## src/rtl/rasterizer_pkg.sv

```systemverilog
// Shared types for the rasterizer backend: walker FSM states and the fragment record.
package rasterizer_pkg;

  localparam int RAST_DW = 12;

  typedef enum logic [1:0] {
    ST_IDLE  = 2'd0,
    ST_WALK  = 2'd1,
    ST_DRAIN = 2'd2,
    ST_DONE  = 2'd3
  } rast_state_e;

  typedef struct packed {
    logic [RAST_DW-1:0]        x;
    logic [RAST_DW-1:0]        y;
    logic signed [RAST_DW-1:0] z;
  } frag_t;

endpackage

```

## src/rtl/edge_stepper.sv

```systemverilog
// Incremental evaluator for one planar function (edge or depth): row-start and
// current accumulators, stepped by +x or wrapped to the next row by +y.
module edge_stepper #(
  parameter int ACC_W   = 24,
  parameter int DELTA_W = 12
) (
  input  logic                      clk,
  input  logic                      rstn,
  input  logic                      load_i,
  input  logic                      step_x_i,
  input  logic                      step_y_i,
  input  logic signed [ACC_W-1:0]   init_i,
  input  logic signed [DELTA_W-1:0] dx_i,
  input  logic signed [DELTA_W-1:0] dy_i,
  output logic signed [ACC_W-1:0]   val_o
);

  logic signed [ACC_W-1:0] row_q, row_d;
  logic signed [ACC_W-1:0] cur_q, cur_d;
  logic signed [ACC_W-1:0] dx_q, dx_d;
  logic signed [ACC_W-1:0] dy_q, dy_d;

  // Next-state: load captures start value and sign-extended deltas; a row wrap
  // re-seeds the current value from the advanced row start.
  always_comb begin
    row_d = row_q;
    cur_d = cur_q;
    dx_d  = dx_q;
    dy_d  = dy_q;
    if (load_i) begin
      row_d = init_i;
      cur_d = init_i;
      dx_d  = {{(ACC_W-DELTA_W){dx_i[DELTA_W-1]}}, dx_i};
      dy_d  = {{(ACC_W-DELTA_W){dy_i[DELTA_W-1]}}, dy_i};
    end else if (step_y_i) begin
      row_d = row_q + dy_q;
      cur_d = row_q + dy_q;
    end else if (step_x_i) begin
      cur_d = cur_q + dx_q;
    end else begin
      cur_d = cur_q;
    end
  end

  // Accumulator registers.
  always_ff @(posedge clk or negedge rstn) begin
    if (!rstn) begin
      row_q <= '0;
      cur_q <= '0;
      dx_q  <= '0;
      dy_q  <= '0;
    end else begin
      row_q <= row_d;
      cur_q <= cur_d;
      dx_q  <= dx_d;
      dy_q  <= dy_d;
    end
  end

  assign val_o = cur_q;

endmodule

```

## src/rtl/rasterizer_backend.sv

```systemverilog
// Triangle scan converter: walks the bounding box row-major, one pixel per cycle,
// emitting covered fragments. Optional macro RASTER_EARLY_ROW_EXIT_EN ends a row early.
module rasterizer_backend
  import rasterizer_pkg::*;
#(
  parameter int DATAWIDTH     = RAST_DW,
  parameter int SCREEN_WIDTH  = 320,
  parameter int SCREEN_HEIGHT = 320
) (
  input  logic                          clk,
  input  logic                          rstn,
  output logic                          ready,
  input  logic                          i_dv,
  input  logic signed [DATAWIDTH-1:0]   bb_tl [2],
  input  logic signed [DATAWIDTH-1:0]   bb_br [2],
  input  logic signed [2*DATAWIDTH-1:0] edge_val0,
  input  logic signed [2*DATAWIDTH-1:0] edge_val1,
  input  logic signed [2*DATAWIDTH-1:0] edge_val2,
  input  logic signed [DATAWIDTH-1:0]   edge_delta0 [2],
  input  logic signed [DATAWIDTH-1:0]   edge_delta1 [2],
  input  logic signed [DATAWIDTH-1:0]   edge_delta2 [2],
  input  logic signed [DATAWIDTH-1:0]   z_coeff,
  input  logic signed [DATAWIDTH-1:0]   z_coeff_delta [2],
  output logic        [DATAWIDTH-1:0]   o_x,
  output logic        [DATAWIDTH-1:0]   o_y,
  output logic signed [DATAWIDTH-1:0]   o_z,
  output logic                          o_dv,
  input  logic                          i_frag_ready,
  output logic                          o_tri_done
);

  localparam int ACC_W = 2*DATAWIDTH;
  localparam logic signed [DATAWIDTH-1:0] X_LAST = DATAWIDTH'(SCREEN_WIDTH-1);
  localparam logic signed [DATAWIDTH-1:0] Y_LAST = DATAWIDTH'(SCREEN_HEIGHT-1);
  localparam logic signed [DATAWIDTH-1:0] ONE    = DATAWIDTH'(1);
  localparam logic signed [ACC_W-1:0] Z_HI = {{(DATAWIDTH+1){1'b0}}, {(DATAWIDTH-1){1'b1}}};
  localparam logic signed [ACC_W-1:0] Z_LO = {{(DATAWIDTH+1){1'b1}}, {(DATAWIDTH-1){1'b0}}};

  function automatic logic signed [DATAWIDTH-1:0] sat_z(input logic signed [ACC_W-1:0] v);
    if (v > Z_HI)      return Z_HI[DATAWIDTH-1:0];
    else if (v < Z_LO) return Z_LO[DATAWIDTH-1:0];
    else               return v[DATAWIDTH-1:0];
  endfunction

  rast_state_e state_q, state_d;
  logic signed [DATAWIDTH-1:0] x_q, x_d, y_q, y_d;
  logic signed [DATAWIDTH-1:0] tl_x_q, tl_x_d, br_x_q, br_x_d, br_y_q, br_y_d;
  logic signed [DATAWIDTH-1:0] br_x_clip_s, br_y_clip_s;
  logic signed [ACC_W-1:0]     e0_s, e1_s, e2_s, z_s;
  logic        empty_s, advance_s, covered_s, row_end_s, last_s;
  logic        load_s, walk_go_s, out_load_s, step_x_s, step_y_s;
  logic        o_dv_q, o_dv_d, ready_q, done_q;
  frag_t       frag_q, frag_d;

  // The walk box is clipped to the screen so fragment coordinates stay on-screen.
  assign br_x_clip_s = (bb_br[0] > X_LAST) ? X_LAST : bb_br[0];
  assign br_y_clip_s = (bb_br[1] > Y_LAST) ? Y_LAST : bb_br[1];
  assign empty_s     = (br_x_clip_s < bb_tl[0]) || (br_y_clip_s < bb_tl[1]);
  assign advance_s   = !o_dv_q || i_frag_ready;
  assign covered_s   = !e0_s[ACC_W-1] && !e1_s[ACC_W-1] && !e2_s[ACC_W-1];

`ifdef RASTER_EARLY_ROW_EXIT_EN
  logic row_hit_q, row_hit_d;

  // Remembers coverage earlier in this row; a later miss means the span is over.
  always_comb begin
    row_hit_d = row_hit_q;
    if (load_s || step_y_s) row_hit_d = 1'b0;
    else if (walk_go_s)     row_hit_d = row_hit_q | covered_s;
    else                    row_hit_d = row_hit_q;
  end

  // Row-coverage flag register.
  always_ff @(posedge clk or negedge rstn) begin
    if (!rstn) row_hit_q <= 1'b0;
    else       row_hit_q <= row_hit_d;
  end

  assign row_end_s = (x_q == br_x_q) || (row_hit_q && !covered_s);
`else
  assign row_end_s = (x_q == br_x_q);
`endif

  assign last_s = row_end_s && (y_q == br_y_q);

  // FSM state register.
  always_ff @(posedge clk or negedge rstn) begin
    if (!rstn) state_q <= ST_IDLE;
    else       state_q <= state_d;
  end

  // FSM next-state logic.
  always_comb begin
    state_d = state_q;
    case (state_q)
      ST_IDLE:  if (i_dv) state_d = empty_s ? ST_DONE : ST_WALK;
                else      state_d = ST_IDLE;
      ST_WALK:  if (advance_s && last_s) state_d = ST_DRAIN;
                else                     state_d = ST_WALK;
      ST_DRAIN: if (advance_s) state_d = ST_DONE;
                else           state_d = ST_DRAIN;
      ST_DONE:  state_d = ST_IDLE;
      default:  state_d = ST_IDLE;
    endcase
  end

  // FSM outputs: capture and walk-advance strobes.
  always_comb begin
    load_s    = 1'b0;
    walk_go_s = 1'b0;
    case (state_q)
      ST_IDLE:  load_s    = i_dv;
      ST_WALK:  walk_go_s = advance_s;
      ST_DRAIN: walk_go_s = 1'b0;
      ST_DONE:  walk_go_s = 1'b0;
      default:  walk_go_s = 1'b0;
    endcase
  end

  assign out_load_s = walk_go_s && covered_s;
  assign step_x_s   = walk_go_s && !row_end_s;
  assign step_y_s   = walk_go_s && row_end_s && !last_s;

  // Walker position and captured box limits.
  always_comb begin
    x_d    = x_q;
    y_d    = y_q;
    tl_x_d = tl_x_q;
    br_x_d = br_x_q;
    br_y_d = br_y_q;
    if (load_s) begin
      x_d    = bb_tl[0];
      y_d    = bb_tl[1];
      tl_x_d = bb_tl[0];
      br_x_d = br_x_clip_s;
      br_y_d = br_y_clip_s;
    end else if (step_y_s) begin
      x_d = tl_x_q;
      y_d = y_q + ONE;
    end else if (step_x_s) begin
      x_d = x_q + ONE;
    end else begin
      x_d = x_q;
    end
  end

  // Output slot: loads on a covered pixel, empties on transfer, holds otherwise.
  always_comb begin
    o_dv_d = o_dv_q;
    frag_d = frag_q;
    if (out_load_s) begin
      o_dv_d   = 1'b1;
      frag_d.x = x_q;
      frag_d.y = y_q;
      frag_d.z = sat_z(z_s);
    end else if (i_frag_ready) begin
      o_dv_d = 1'b0;
    end else begin
      o_dv_d = o_dv_q;
    end
  end

  // Datapath and registered output flops.
  always_ff @(posedge clk or negedge rstn) begin
    if (!rstn) begin
      x_q     <= '0;
      y_q     <= '0;
      tl_x_q  <= '0;
      br_x_q  <= '0;
      br_y_q  <= '0;
      o_dv_q  <= 1'b0;
      frag_q  <= '0;
      ready_q <= 1'b1;
      done_q  <= 1'b0;
    end else begin
      x_q     <= x_d;
      y_q     <= y_d;
      tl_x_q  <= tl_x_d;
      br_x_q  <= br_x_d;
      br_y_q  <= br_y_d;
      o_dv_q  <= o_dv_d;
      frag_q  <= frag_d;
      ready_q <= (state_d == ST_IDLE);
      done_q  <= (state_d == ST_DONE);
    end
  end

  edge_stepper #(.ACC_W(ACC_W), .DELTA_W(DATAWIDTH)) u_e0 (
    .clk(clk), .rstn(rstn), .load_i(load_s), .step_x_i(step_x_s), .step_y_i(step_y_s),
    .init_i(edge_val0), .dx_i(edge_delta0[0]), .dy_i(edge_delta0[1]), .val_o(e0_s));
  edge_stepper #(.ACC_W(ACC_W), .DELTA_W(DATAWIDTH)) u_e1 (
    .clk(clk), .rstn(rstn), .load_i(load_s), .step_x_i(step_x_s), .step_y_i(step_y_s),
    .init_i(edge_val1), .dx_i(edge_delta1[0]), .dy_i(edge_delta1[1]), .val_o(e1_s));
  edge_stepper #(.ACC_W(ACC_W), .DELTA_W(DATAWIDTH)) u_e2 (
    .clk(clk), .rstn(rstn), .load_i(load_s), .step_x_i(step_x_s), .step_y_i(step_y_s),
    .init_i(edge_val2), .dx_i(edge_delta2[0]), .dy_i(edge_delta2[1]), .val_o(e2_s));
  edge_stepper #(.ACC_W(ACC_W), .DELTA_W(DATAWIDTH)) u_z (
    .clk(clk), .rstn(rstn), .load_i(load_s), .step_x_i(step_x_s), .step_y_i(step_y_s),
    .init_i({{DATAWIDTH{z_coeff[DATAWIDTH-1]}}, z_coeff}),
    .dx_i(z_coeff_delta[0]), .dy_i(z_coeff_delta[1]), .val_o(z_s));

  assign ready      = ready_q;
  assign o_dv       = o_dv_q;
  assign o_x        = frag_q.x;
  assign o_y        = frag_q.y;
  assign o_z        = frag_q.z;
  assign o_tri_done = done_q;

endmodule

```

## config.mk

```make
export PLATFORM = sky130hd
export DESIGN_NAME = rasterizer_backend
export DESIGN_NICKNAME = d
export VERILOG_FILES = /design/src/rtl/rasterizer_pkg.sv /design/src/rtl/edge_stepper.sv /design/src/rtl/rasterizer_backend.sv
export SDC_FILE = /design/constraint.sdc
export NUM_CORES = 1
export LEC_CHECK = 0
export CORE_MARGIN = 5
export CORE_UTILIZATION = 30
export DETAILED_ROUTE_END_ITERATION = 8
export GPL_ROUTABILITY_DRIVEN = 1
export PLACE_DENSITY_LB_ADDON = 0.12
export SLEW_MARGIN = 20
export SYNTH_ARGS = -nofsm -noshare
export SYNTH_HDL_FRONTEND = slang
export SYNTH_SLANG_ARGS = --single-unit
```

## constraint.sdc

```tcl
create_clock -name clk -period 4 [get_ports clk]
set_input_delay 1.2 -clock clk [delete_from_list [all_inputs] [get_ports clk]]
set_output_delay 1.2 -clock clk [all_outputs]
set_load 0.01 [all_outputs]
```

; ---- After elaboration in Yosys (flattened, before gate mapping)
; Cells that the tools add are included.
[classes]
n_eq_ne = 6
n_reduce_logical = 21
add_sub_neg = 10
mux = 38
magnitude_cmp = 6
[ops]
columns = op, count
row1 = two-way mux 24 bit, 20
row2 = adder 24 x 12 -> 24 bit, 8
row3 = two-way mux 12 bit, 9
row4 = "adder 12 x 2 -> 12 bit, second input constant", 2
row5 = equality test 12 bit, 2
row6 = "> comparator 12 x 10 -> 1 bit, second input constant", 2
row7 = "> comparator 24 x 12 -> 1 bit, second input constant", 1
row8 = less-than comparator 12 bit, 2
row9 = "less-than comparator 24 x 12 -> 1 bit, second input constant", 1
row10 = logical AND 1 bit, 8
row11 = case mux 2 bit (4 select lines), 1
row12 = "equality test 2 bit, second input constant", 3
row13 = logical NOT 1 bit, 6
row14 = two-way mux 2 bit, 3
row15 = two-way mux 1 bit, 5
row16 = logical NOT 2 bit, 2
row17 = nonzero test 2 bit, 2
row18 = nonzero test 3 bit, 1
row19 = "equality test 2 x 1 -> 1 bit, second input constant", 1
row20 = logical OR 1 bit, 2
[word_totals]
out_inout_bits = 39
wordCells = 109
inputBits = 232
reg_bits = 389

; ---- Longest topological paths before layout
; Gate-level depths: netlist (run 1).
[depth]
ltp_word = 8
depth_mapped = 15
mapped_depth_nobuf = 15

; ---- Hierarchy
; From an unflattened synthesis (run 1), not the netlist that was laid out.
[unflattened]
cells_unflattened = 2863
area_unflattened_um2 = 26604.3
[by_module_without_submodules]
columns = mod, n_inst, cells_each, seq_area_each_um2, area_each_um2
row1 = edge_stepper at u_e1 ..., 2, 597, 1801.7, 5381.4
row2 = rasterizer_backend, 1, 527, 2528.7, 5358.9
row3 = edge_stepper at u_e0, 1, 577, 1801.7, 5307.6
row4 = edge_stepper at u_z, 1, 565, 1801.7, 5175.0

; ---- Worst setup path after synthesis (run 1)
; OpenSTA, ideal clock, no wires.
[synth_timing]
path_kind = input -> register
startpoint = in bb_br[7] (netlist bit)
endpoint = reg ready_q (netlist: ready)
cell_stages = 15
path_slack_ns = 0.433
arrival_time_ns = 3.489
setup_ns = 0.078
required_ns = 3.922
path_cell_list = o21ai_0 a21oi_1 or2_2 ha_1 a21o_1 a21o_1 a21o_1 a21oi_1 nor2b_1 o21ai_0 and3_1 o32ai_1 a21boi_0 o21bai_1 and2_1
[synth_between]
elab_chain_len = 8
[synth_lines]
columns = element, line
row1 = start: declaration, rasterizer_backend.sv:15  ; input logic signed [DATAWIDTH-1:0] bb_br [2],
row2 = > comparator 12 x 10 -> 1 bit, rasterizer_backend.sv:57  ; assign br_y_clip_s = (bb_br[1] > Y_LAST) ? Y_LAST : bb_br[1];
row3 = two-way mux 12 bit, rasterizer_backend.sv:57
row4 = named net br_y_clip_s[5], rasterizer_backend.sv:48  ; logic signed [DATAWIDTH-1:0] br_x_clip_s, br_y_clip_s;
row5 = less-than comparator 12 bit, rasterizer_backend.sv:58  ; assign empty_s = (br_x_clip_s < bb_tl[0]) || (br_y_clip_s < bb_tl[1]);
row6 = logical OR 1 bit, rasterizer_backend.sv:58
row7 = two-way mux 2 bit (2 in a row), rasterizer_backend.sv:96  ; ST_IDLE: if (i_dv) state_d = empty_s ? ST_DONE : ST_WALK;
row8 = case mux 2 bit (4 select lines), rasterizer_backend.sv:95  ; case (state_q)
row9 = logical NOT 2 bit, rasterizer_backend.sv:183  ; ready_q <= (state_d == ST_IDLE);
row10 = end signal: assignment, rasterizer_backend.sv:183
row11 = end: declaration, rasterizer_backend.sv:52  ; logic o_dv_q, o_dv_d, ready_q, done_q;
; The timed path passes the listed nets, and every way through them passes these cells.
; A chain may end at the register's enable or synchronous reset.

; ---- Worst setup path after layout (run 1)
[layout_timing]
startpoint = in bb_br[18] (netlist bit)
endpoint = reg ready_q (netlist: ready)
[layout_between]
elab_chain_len = 8
[layout_lines]
columns = element, line
row1 = > comparator 12 x 10 -> 1 bit, rasterizer_backend.sv:56  ; assign br_x_clip_s = (bb_br[0] > X_LAST) ? X_LAST : bb_br[0];
row2 = two-way mux 12 bit, rasterizer_backend.sv:56
row3 = named net br_x_clip_s[5], rasterizer_backend.sv:48
row4 = less-than comparator 12 bit, rasterizer_backend.sv:58
row5 = logical OR 1 bit, rasterizer_backend.sv:58
row6 = two-way mux 2 bit (2 in a row), rasterizer_backend.sv:96
row7 = case mux 2 bit (4 select lines), rasterizer_backend.sv:95
row8 = logical NOT 2 bit, rasterizer_backend.sv:183
; The timed path passes the listed nets, and every way through them passes these cells.

==> flow_metrics.tcl, run 1 <==
set metrics [dict create \
    muxShareOfSynthArea 0.0222 \
    dieWidth_um 300 \
    drc_errors 0 \
    syn_area_per_cell_um2 8.59 \
    drive_gt1_frac 0.0797 \
    yosysSeqAreaShare 0.387 \
    fin_ws_ps 296 \
    post-cts-setup-buffers 0 \
    syn_inst 2931 \
    clk_pin_slew_ps 60 \
    cts-root-buf "clkbuf_16" \
    detailedPlace.worstSlack_ps -436 \
    fin_util 0.378 \
    hp-class "register to register" \
    synth_top_area_frac 0.386 \
    critical_path.max_fanout 6 \
    vdd_drop_max_v 0.000285 \
    synth_top_family_by_area "compound AO/OA/AOI/OAI gates" \
    met3_wirelength_um 3860 \
    power_leakage_nw 14.8 \
    place.gp.congestion 0.855 \
    rsz0062_at_grt "false" \
    pwr-share-seq 0.263 \
    critPathLaunchType "input port" \
    cts_tree "done" \
    status "complete, no violations" \
    io-pin-count 271 \
    firstDrtPassIters 5 \
    setup_violations 0 \
    tns_ps 0 \
    ctsLongestPathBuffers 3 \
    dr.first_iter.drc_count 1230 \
    tightestPinTransition_ps 1030 \
    ant_nets 0 \
    initial_core_util 0.302 \
    top_layer "met5" \
    synth_xor_area_frac 0.0612 \
    grt_pass1_wl_um 132000 \
    io_buffers 270 \
    die_h_um 300 \
    power.switching_mw 12.3 \
    comb_power_share 0.574 \
    p_int_mw 16.7 \
    wl_met2_um 39700 \
    cts_sinks 389 \
    pwr_density_cell_mw_per_mm2 922 \
    synthArstFlopShare 1.00 \
    synthAdderAreaFrac 0.110 \
    worst_hold_slack_ps 474 \
    synth-simple-area-share 0.184 \
    synth_flop_cell "dfrtp_1" \
    synth_area_leaders "dfrtp_1 39%, ha_1 10%, nand2_1 9.1%" \
    max_slew_margin 0.315 \
    vias 22400 \
    syn_nets 3379 \
    period_share 0.926 \
    drv_slew 0 \
    hold_viol 0 \
    period_minus_slack_ps 3700 \
    synth_top_area_cell "dfrtp_1" \
    synth_compound_area_frac 0.205 \
    grt_pass1_vias 23300 \
    clk_latency_ps 610 \
    synth.distinct_cells 77 \
    crit_type "input port to register" \
    overflow 0 \
    cts_htree_levels 2 \
    max_freq_mhz 270 \
    fin_worst_skew_ps 29.2 \
    grt_start_max_net_pins 77 \
    dieArea_mm2 0.0898 \
    syn_area_mm2 0.0252 \
    rows 106 \
    synth-seq-cells 389 \
    n_fill_cell 8351 \
    syn2layout_area_growth_pct 25.2 \
    clock_power_share 0.162 \
    antenna_found_initial 5 \
    cp_data_arrival_time_ps 4230 \
    wl_um 83500 \
    fin_nets 3667 \
    grt_usage 0.182 \
    synth_warnings 0 \
    wl_per_cell_um 19.2 \
    core_area_mm2 0.0834 \
    via_per_inst 5.15 \
    hpwl_um 60900 \
    worstSetupEndpointType "register" \
    critPathRequiredTime_ps 4520 \
    cts-buffers-inserted 52 \
    m1WireLength_um 38300 \
    synth_edf_count 0 \
    switching_share 0.424 \
    maxCapViolCount 0 \
]
[routing by layer]
metal	vias to the layer above	GRT usage
met5	-	0
met4	2	0.0410
met3	112	0.0305
met2	434	0.310
met1	10900	0.245
li1	11000	-
[logic make-up after synthesis]
family	Yosys count
muxes	50
and+or+nand+nor	1087
adders and majority gates	216
buffers and inverters	209
AOI/OAI and AO/OA	804
xor gates and xnor gates	176
DFF	389
[through the flow]
stage | cell area [um^2] | cells | total power [mW]
finish | 31500 | 4343 | 29.1
global route | 31500 | 4341 | 31.9
CTS | 31500 | 4341 | 29.3
detailed placement | 29800 | 4245 | 24.3
global placement | 29800 | 4245 | 23.9
floorplan | 25200 | 2931 | 20.1
[worst max-delay path, cell delays in order]
cell and delay [ps]:
clkdlybuf4s50_1 420, o21ai_0 220, a21oi_2 150, or2_2 310
ha_1 290, a21o_1 160, a21o_1 170, a21o_1 180
a21oi_1 140, nor2b_1 50, o21ai_0 130, and3_1 170
o32ai_1 60, a21boi_0 170, buf_4 160, o21bai_1 70
and2_1 160
[power by group through the flow]
stage               Combinational [mW]  Clock (mW)  Sequential [mW]
finish                            16.7        4.71             7.65
global route                      18.9        5.06             7.89
CTS                               16.7        4.90             7.66
detailed placement                16.6           0             7.71
global placement                  16.3           0             7.68
floorplan                         12.9           0             7.21
[cells in the mapped netlist (5+ instances only)]
cell type  number
o21a_1         34
nor4_1         10
nor2_1        225
a41oi_1         5
nand3_1        39
and3_1         22
fa_1            8
xor2_1         66
o31ai_1        16
nor3_1         41
o221ai_1        5
dfrtp_1       388
a22oi_1        53
o21bai_1       14
nand4_1        18
a21oi_1       215
a221o_1         9
o21ai_0       182
nor2b_1        25
clkbuf_1       98
nand2b_1       28
o22ai_1        13
or3_1          19
inv_1          94
a211oi_1       17
a31oi_1        67
o211ai_1       17
a21boi_0       15
or2_2          19
buf_1          16
a211o_1        10
and2_1         11
xnor2_1       110
a311oi_1        8
mux2_2         46
a21o_1         61
nand2_1       612
ha_1          208
[cell type report]
cell class,instances,area [um^2],area share
Antenna cell,2,5.00,0.000159
Clock buffer,78,1560,0.0495
Clock inverter,18,160,0.00508
Inverter,94,353,0.0112
Multi-Input combinational cell,2333,14700,0.467
Sequential cell,389,9740,0.309
Tap cell,1080,1350,0.0429
Timing Repair Buffer,349,3630,0.115
[path summary, 6_finish.rpt]
kind                                               start                         to  slack, ps  cells past startpoint
worst max-delay path                           bb_br[18]            ready$_DFF_PN1_        300                     17
worst min-delay path               tl_x_q[8]$_DFFE_PN0P_      tl_x_q[8]$_DFFE_PN0P_        470                      2
worst max register to register  u_z.val_o[0]$_DFFE_PN0P_  u_z.val_o[22]$_DFFE_PN0P_        300                     14
worst min register to register     tl_x_q[8]$_DFFE_PN0P_      tl_x_q[8]$_DFFE_PN0P_        470                      2
max in group asynchronous                           rstn   u_e2.dy_q[2]$_DFFE_PN0P_       2410                      2
min in group asynchronous                           rstn    u_z.dy_q[1]$_DFFE_PN0P_        610                      1
[placed cells by master (no fill, tap or decap), types with 54 or more instances in the layout]
cell type,Yosys,layout
ha_1,208,208
clkbuf_16,0,54
nand2_1,612,607
o21ai_0,182,182
dfrtp_1,388,388
xnor2_1,110,110
inv_1,94,94
nor2_1,225,222
a21oi_1,215,214
xor2_1,66,66
a31oi_1,67,67
clkdlybuf4s50_1,0,269
a21o_1,61,61
[sequential cells by signal, summed over array words and instances (netlist names), 24 cells and up]
signal,count
u_e0.row_q,24
u_e0.val_o,24
u_e1.row_q,24
u_e1.val_o,24
u_e2.row_q,24
u_e2.val_o,24
u_z.row_q,24
u_z.val_o,24
[timing repair]
action                                  4_1_cts  5_1_grt
gates resized for setup                       0        2
endpoints found under the setup margin        0        2
hold buffers                                  0        0
No activity file was read; power rests on OpenSTA's default activity.
==> run 2, diff against run 1 <==
- CTS_BUF_LIST: not set -> sky130_fd_sc_hd__clkbuf_4
- GPL_ROUTABILITY_DRIVEN: 1 -> not set
==> flow_metrics.tcl, run 2 (synthesis results as in run 1) <==
set metrics [dict create \
    drv_slew 0 \
    cts-root-buf "clkbuf_4" \
    clk_pin_slew_ps 70 \
    cts_resized 0 \
    cp_data_arrival_time_ps 4540 \
    grt_usage 0.184 \
    rsz0062_at_grt "false" \
    cts_htree_levels 3 \
    core_area_mm2 0.0834 \
    met3_wirelength_um 4070 \
    max_slew_margin 0.347 \
    critPathLaunchType "register" \
    regArea_mm2 0.00974 \
    m1WireLength_um 38100 \
    grt_pass1_wl_um 133000 \
    detailedPlace.worstSlack_ps -436 \
    top_layer "met5" \
    status "complete, no violations" \
    ctsLongestPathBuffers 3 \
    dieArea_mm2 0.0898 \
    worst_hold_slack_ps 329 \
    wl_per_cell_um 18.8 \
    worstSetupEndpointType "register" \
    period_share 0.943 \
    max_freq_mhz 265 \
    period_minus_slack_ps 3770 \
    io-pin-count 271 \
    post-cts-setup-buffers 0 \
    final_cell_mix "607 x nand2_1, 388 x dfrtp_1, 269 x clkdlybuf4s50_1" \
    tightestPinTransition_ps 977 \
    maxCapViolCount 0 \
    multi_input_area_mm2 0.0147 \
    crit_type "register to register" \
    pwr_density_cell_mw_per_mm2 900 \
    fin_ws_ps 230 \
    fin_util 0.374 \
    final_common_cell "nand2_1" \
    dr.first_iter.drc_count 1188 \
    antenna_found_initial 7 \
    via_per_inst 5.11 \
    vias 22800 \
    hpwl_um 60900 \
    hp-class "input port to asynchronous set/reset pin" \
    fin_worst_skew_ps 73.2 \
    power_leakage_nw 14.8 \
    fin_nets 3735 \
    clk_latency_ps 920 \
    layoutNonFillerInstCount 4464 \
    setup_violations 0 \
    syn2layout_area_growth_pct 24.0 \
    hold_viol 0 \
    die_h_um 300 \
    drc_errors 0 \
    wl_met2_um 39700 \
    critical_path.max_fanout 4 \
    vdd_drop_max_v 0.000299 \
    rows 106 \
    postCtsHoldBufs 0 \
    dieWidth_um 300 \
    grt_start_max_net_pins 77 \
    initial_core_util 0.302 \
    grt_pass1_vias 23800 \
    critPathRequiredTime_ps 4770 \
    overflow 0 \
    cts_tree "done" \
    power_mw 28.1 \
    cts-buffers-inserted 120 \
    n_fill_cell 8500 \
    place.gp.congestion 0.855 \
    wl_um 84000 \
    drive_gt1_frac 0.102 \
    firstDrtPassIters 5 \
    ant_nets 0 \
    dp_cells 4245 \
    io_buffers 270 \
    cts_sinks 389 \
]
run 2: cell count changes in the layout (fill, tap and decap cells not counted), moves of 2 or more:
cell       delta
clkinv_2      -6
clkbuf_8     -12
clkbuf_4    +161
inv_2         +3
clkbuf_1     -12
diode_2       +4
bufinv_16     -2
clkinv_1     +41
clkbuf_16    -54
run 2: area by class of cell:
cell class                      instances  share of cell area
Clock buffer                          161              0.0387
Tap cell                             1080              0.0433
Sequential cell                       389               0.312
Timing Repair Buffer                  349               0.116
Multi-Input combinational cell       2333               0.472
Inverter                               94              0.0113
Clock inverter                         52             0.00677
Antenna cell                            6            0.000481
run 2: worst paths after layout:
path / start / to / slack (ps) / depth (start not counted)
max: u_z.val_o[0]$_DFFE_PN0P_ / u_z.val_o[22]$_DFFE_PN0P_ / 230 / 14
min: rstn / u_z.row_q[10]$_DFFE_PN0P_ / 330 / 1
max reg2reg: u_z.val_o[0]$_DFFE_PN0P_ / u_z.val_o[22]$_DFFE_PN0P_ / 230 / 14
min reg2reg: tl_x_q[8]$_DFFE_PN0P_ / tl_x_q[8]$_DFFE_PN0P_ / 480 / 2
max in group asynchronous: rstn / u_e2.dy_q[2]$_DFFE_PN0P_ / 2690 / 2
min in group clk: tl_x_q[8]$_DFFE_PN0P_ / tl_x_q[8]$_DFFE_PN0P_ / 480 / 2
run 2: stage by stage:
stage	instance area, um^2	setup TNS (ps)
after floorplan	25200	0
after global placement	29800	-986
after detailed placement	29800	-1160
after CTS	31200	0
after global routing	31200	0
final	31200	0
run 2: report_power, final:
group          total [mW]  internal [mW]  switching, mW
Combinational        16.7           7.88           8.79
Sequential           7.64           6.02           1.62
Clock                3.79           1.86           1.93
run 2: metal layers:
layer | vias up | global-route usage
met2 | 513 | 0.310
met3 | 151 | 0.0378
met4 | 2 | 0.0519
li1 | 11100 | -
met1 | 11000 | 0.242
met5 | - | 0
run 2: critical path, cell delays in order, from the launching register on:
cell	delay, ps
dfrtp_1	380
ha_1	220
inv_1	70
fa_1	380
nand2b_1	170
a21boi_0	290
o21a_1	270
o21ai_0	190
a211oi_1	390
nor3_1	140
o31ai_1	470
a21o_1	190
a21oi_1	80
xnor2_1	140
a221o_1	310
==> run 3, diff against run 2 <==
- CTS_CLUSTER_SIZE: not set -> 28
- MAX_ROUTING_LAYER: not set -> met4
==> flow_metrics.tcl, run 3 (synthesis results as in run 1) <==
set metrics [dict create \
    critical_path.max_fanout 4 \
    dieArea_mm2 0.0898 \
    initial_core_util 0.302 \
    core_area_mm2 0.0834 \
    tightestPinTransition_ps 1060 \
    cp_cell_sequence "ha_1 > inv_1 > fa_1 > nand2b_1 > a21boi_0 > o21a_1 > o21ai_0 > a211oi_1 > nor3_1 > o31ai_1 > a21o_1 > a21oi_1 > xnor2_1 > a221o_1" \
    syn2layout_area_growth_pct 24.4 \
    cts-buffers-inserted 121 \
    power_mw 28.3 \
    critPathLaunchType "register" \
    crit_slowest_cell "o31ai_1" \
    hp-class "input port to asynchronous set/reset pin" \
    cts_htree_levels 3 \
    post-cts-setup-buffers 0 \
    io-pin-count 271 \
    clk_pin_slew_ps 80 \
    cp-endpoint "u_z.val_o[22]$_DFFE_PN0P_" \
    cp_top_family "compound AO/OA/AOI/OAI gates" \
    grt_start_max_net_pins 119 \
    cts-root-buf "clkbuf_4" \
    cp_data_arrival_time_ps 4390 \
    final_common_cell "nand2_1" \
    overflow 0 \
    cts_resized 0 \
    grt_usage 0.189 \
    die_h_um 300 \
    dieWidth_um 300 \
    crit_type "register to register" \
    clk_latency_ps 870 \
    dr.first_iter.drc_count 1231 \
    vdd_drop_max_v 0.000280 \
    max_freq_mhz 272 \
    worstSetupEndpointType "register" \
    vias 22800 \
    ctsLongestPathBuffers 3 \
    max_slew_margin 0.289 \
    ff2ff_setup_slack_ps 330 \
    wl_per_cell_um 18.8 \
    postCtsHoldBufs 0 \
    cp-startpoint "u_z.val_o[0]$_DFFE_PN0P_" \
    place.gp.congestion 0.883 \
    worst_hold_slack_ps 404 \
    detailedPlace.worstSlack_ps -408 \
    io_buffers 270 \
    rows 106 \
    ant_nets 0 \
    antenna_found_initial 11 \
    grt_pass1_vias 23800 \
    rsz0062_at_grt "false" \
    critPathRequiredTime_ps 4720 \
    grt_pass1_wl_um 132000 \
    rr_endpoint "u_z.val_o[22]$_DFFE_PN0P_" \
    pwr_density_cell_mw_per_mm2 904 \
    period_share 0.918 \
    critPathBufInv 1 \
    max_stage_delay_ps 430 \
    period_minus_slack_ps 3670 \
    drive_gt1_frac 0.109 \
    drc_errors 0 \
    drv_slew 0 \
    fin_nets 3743 \
    hold_viol 0 \
    firstDrtPassIters 5 \
    cts_tree "done" \
    fin_ws_ps 330 \
    cp.depth 14 \
    r2r-start "u_z.val_o[0]$_DFFE_PN0P_" \
    final_cell_mix "607 x nand2_1, 388 x dfrtp_1, 269 x clkdlybuf4s50_1" \
    via_per_inst 5.11 \
    status "complete, no violations" \
    maxCapViolCount 0 \
    tns_ps 0 \
    wl_um 84100 \
    setup_violations 0 \
    power_leakage_nw 14.9 \
    hpwl_um 61300 \
    fin_worst_skew_ps 65.5 \
    r2r_cells 14 \
    cts_sinks 389 \
]
-- run 3: area by class of cell --
class	instances	area (um^2)
fill	8474	52100
inverter	94	353
clock inverter	23	124
tap	1080	1350
timing repair buffer	356	3650
multi-input combinational	2333	14700
sequential	389	9740
clock buffer	181	1360
antenna	9	22.5
-- run 3: routing by layer --
layer,vias to the layer above,share of wire,track usage
met4,0,0.025,0.0550
met3,144,0.054,0.0396
li1,11200,-,-
met1,10900,0.45,0.238
met5,-,0,-
met2,555,0.47,0.308
-- run 3: how the worst min path moves through the flow --
stage | to | cells past startpoint | start | slack (ps)
after floorplan | tl_x_q[11]$_DFFE_PN0P_ | 2 | tl_x_q[11]$_DFFE_PN0P_ | 440
after global placement | tl_x_q[0]$_DFFE_PN0P_ | 2 | tl_x_q[0]$_DFFE_PN0P_ | 450
after detailed placement | tl_x_q[8]$_DFFE_PN0P_ | 2 | tl_x_q[8]$_DFFE_PN0P_ | 460
after CTS | u_e2.dx_q[6]$_DFFE_PN0P_ | 1 | rstn | 340
after global routing | u_e2.val_o[13]$_DFFE_PN0P_ | 1 | rstn | 370
final | u_z.row_q[2]$_DFFE_PN0P_ | 1 | rstn | 400
-- run 3: metrics by stage --
stage,cells,instance area (um^2),util
after floorplan,2931,25200,-
after global routing,4465,31300,0.375
final,4465,31300,0.375
after global placement,4252,29800,0.357
after detailed placement,4252,29800,0.357
after CTS,4456,31300,0.375
-- run 3: report_power, final --
part	total [mW]	internal [mW]	switching [mW]
clock	3.94	2.09	1.85
combinational	16.7	7.88	8.86
sequential	7.63	6.02	1.60
-- run 3: worst register-to-register path, delay by kind of cell (launching register included) --
kind	cells	cell delay [ps]
AOI/OAI and AO/OA	8	2050
and+or+nand+nor	2	310
adders and majority gates	2	590
buffers and inverters	1	70
xor gates and xnor gates	1	130
DFF	1	380
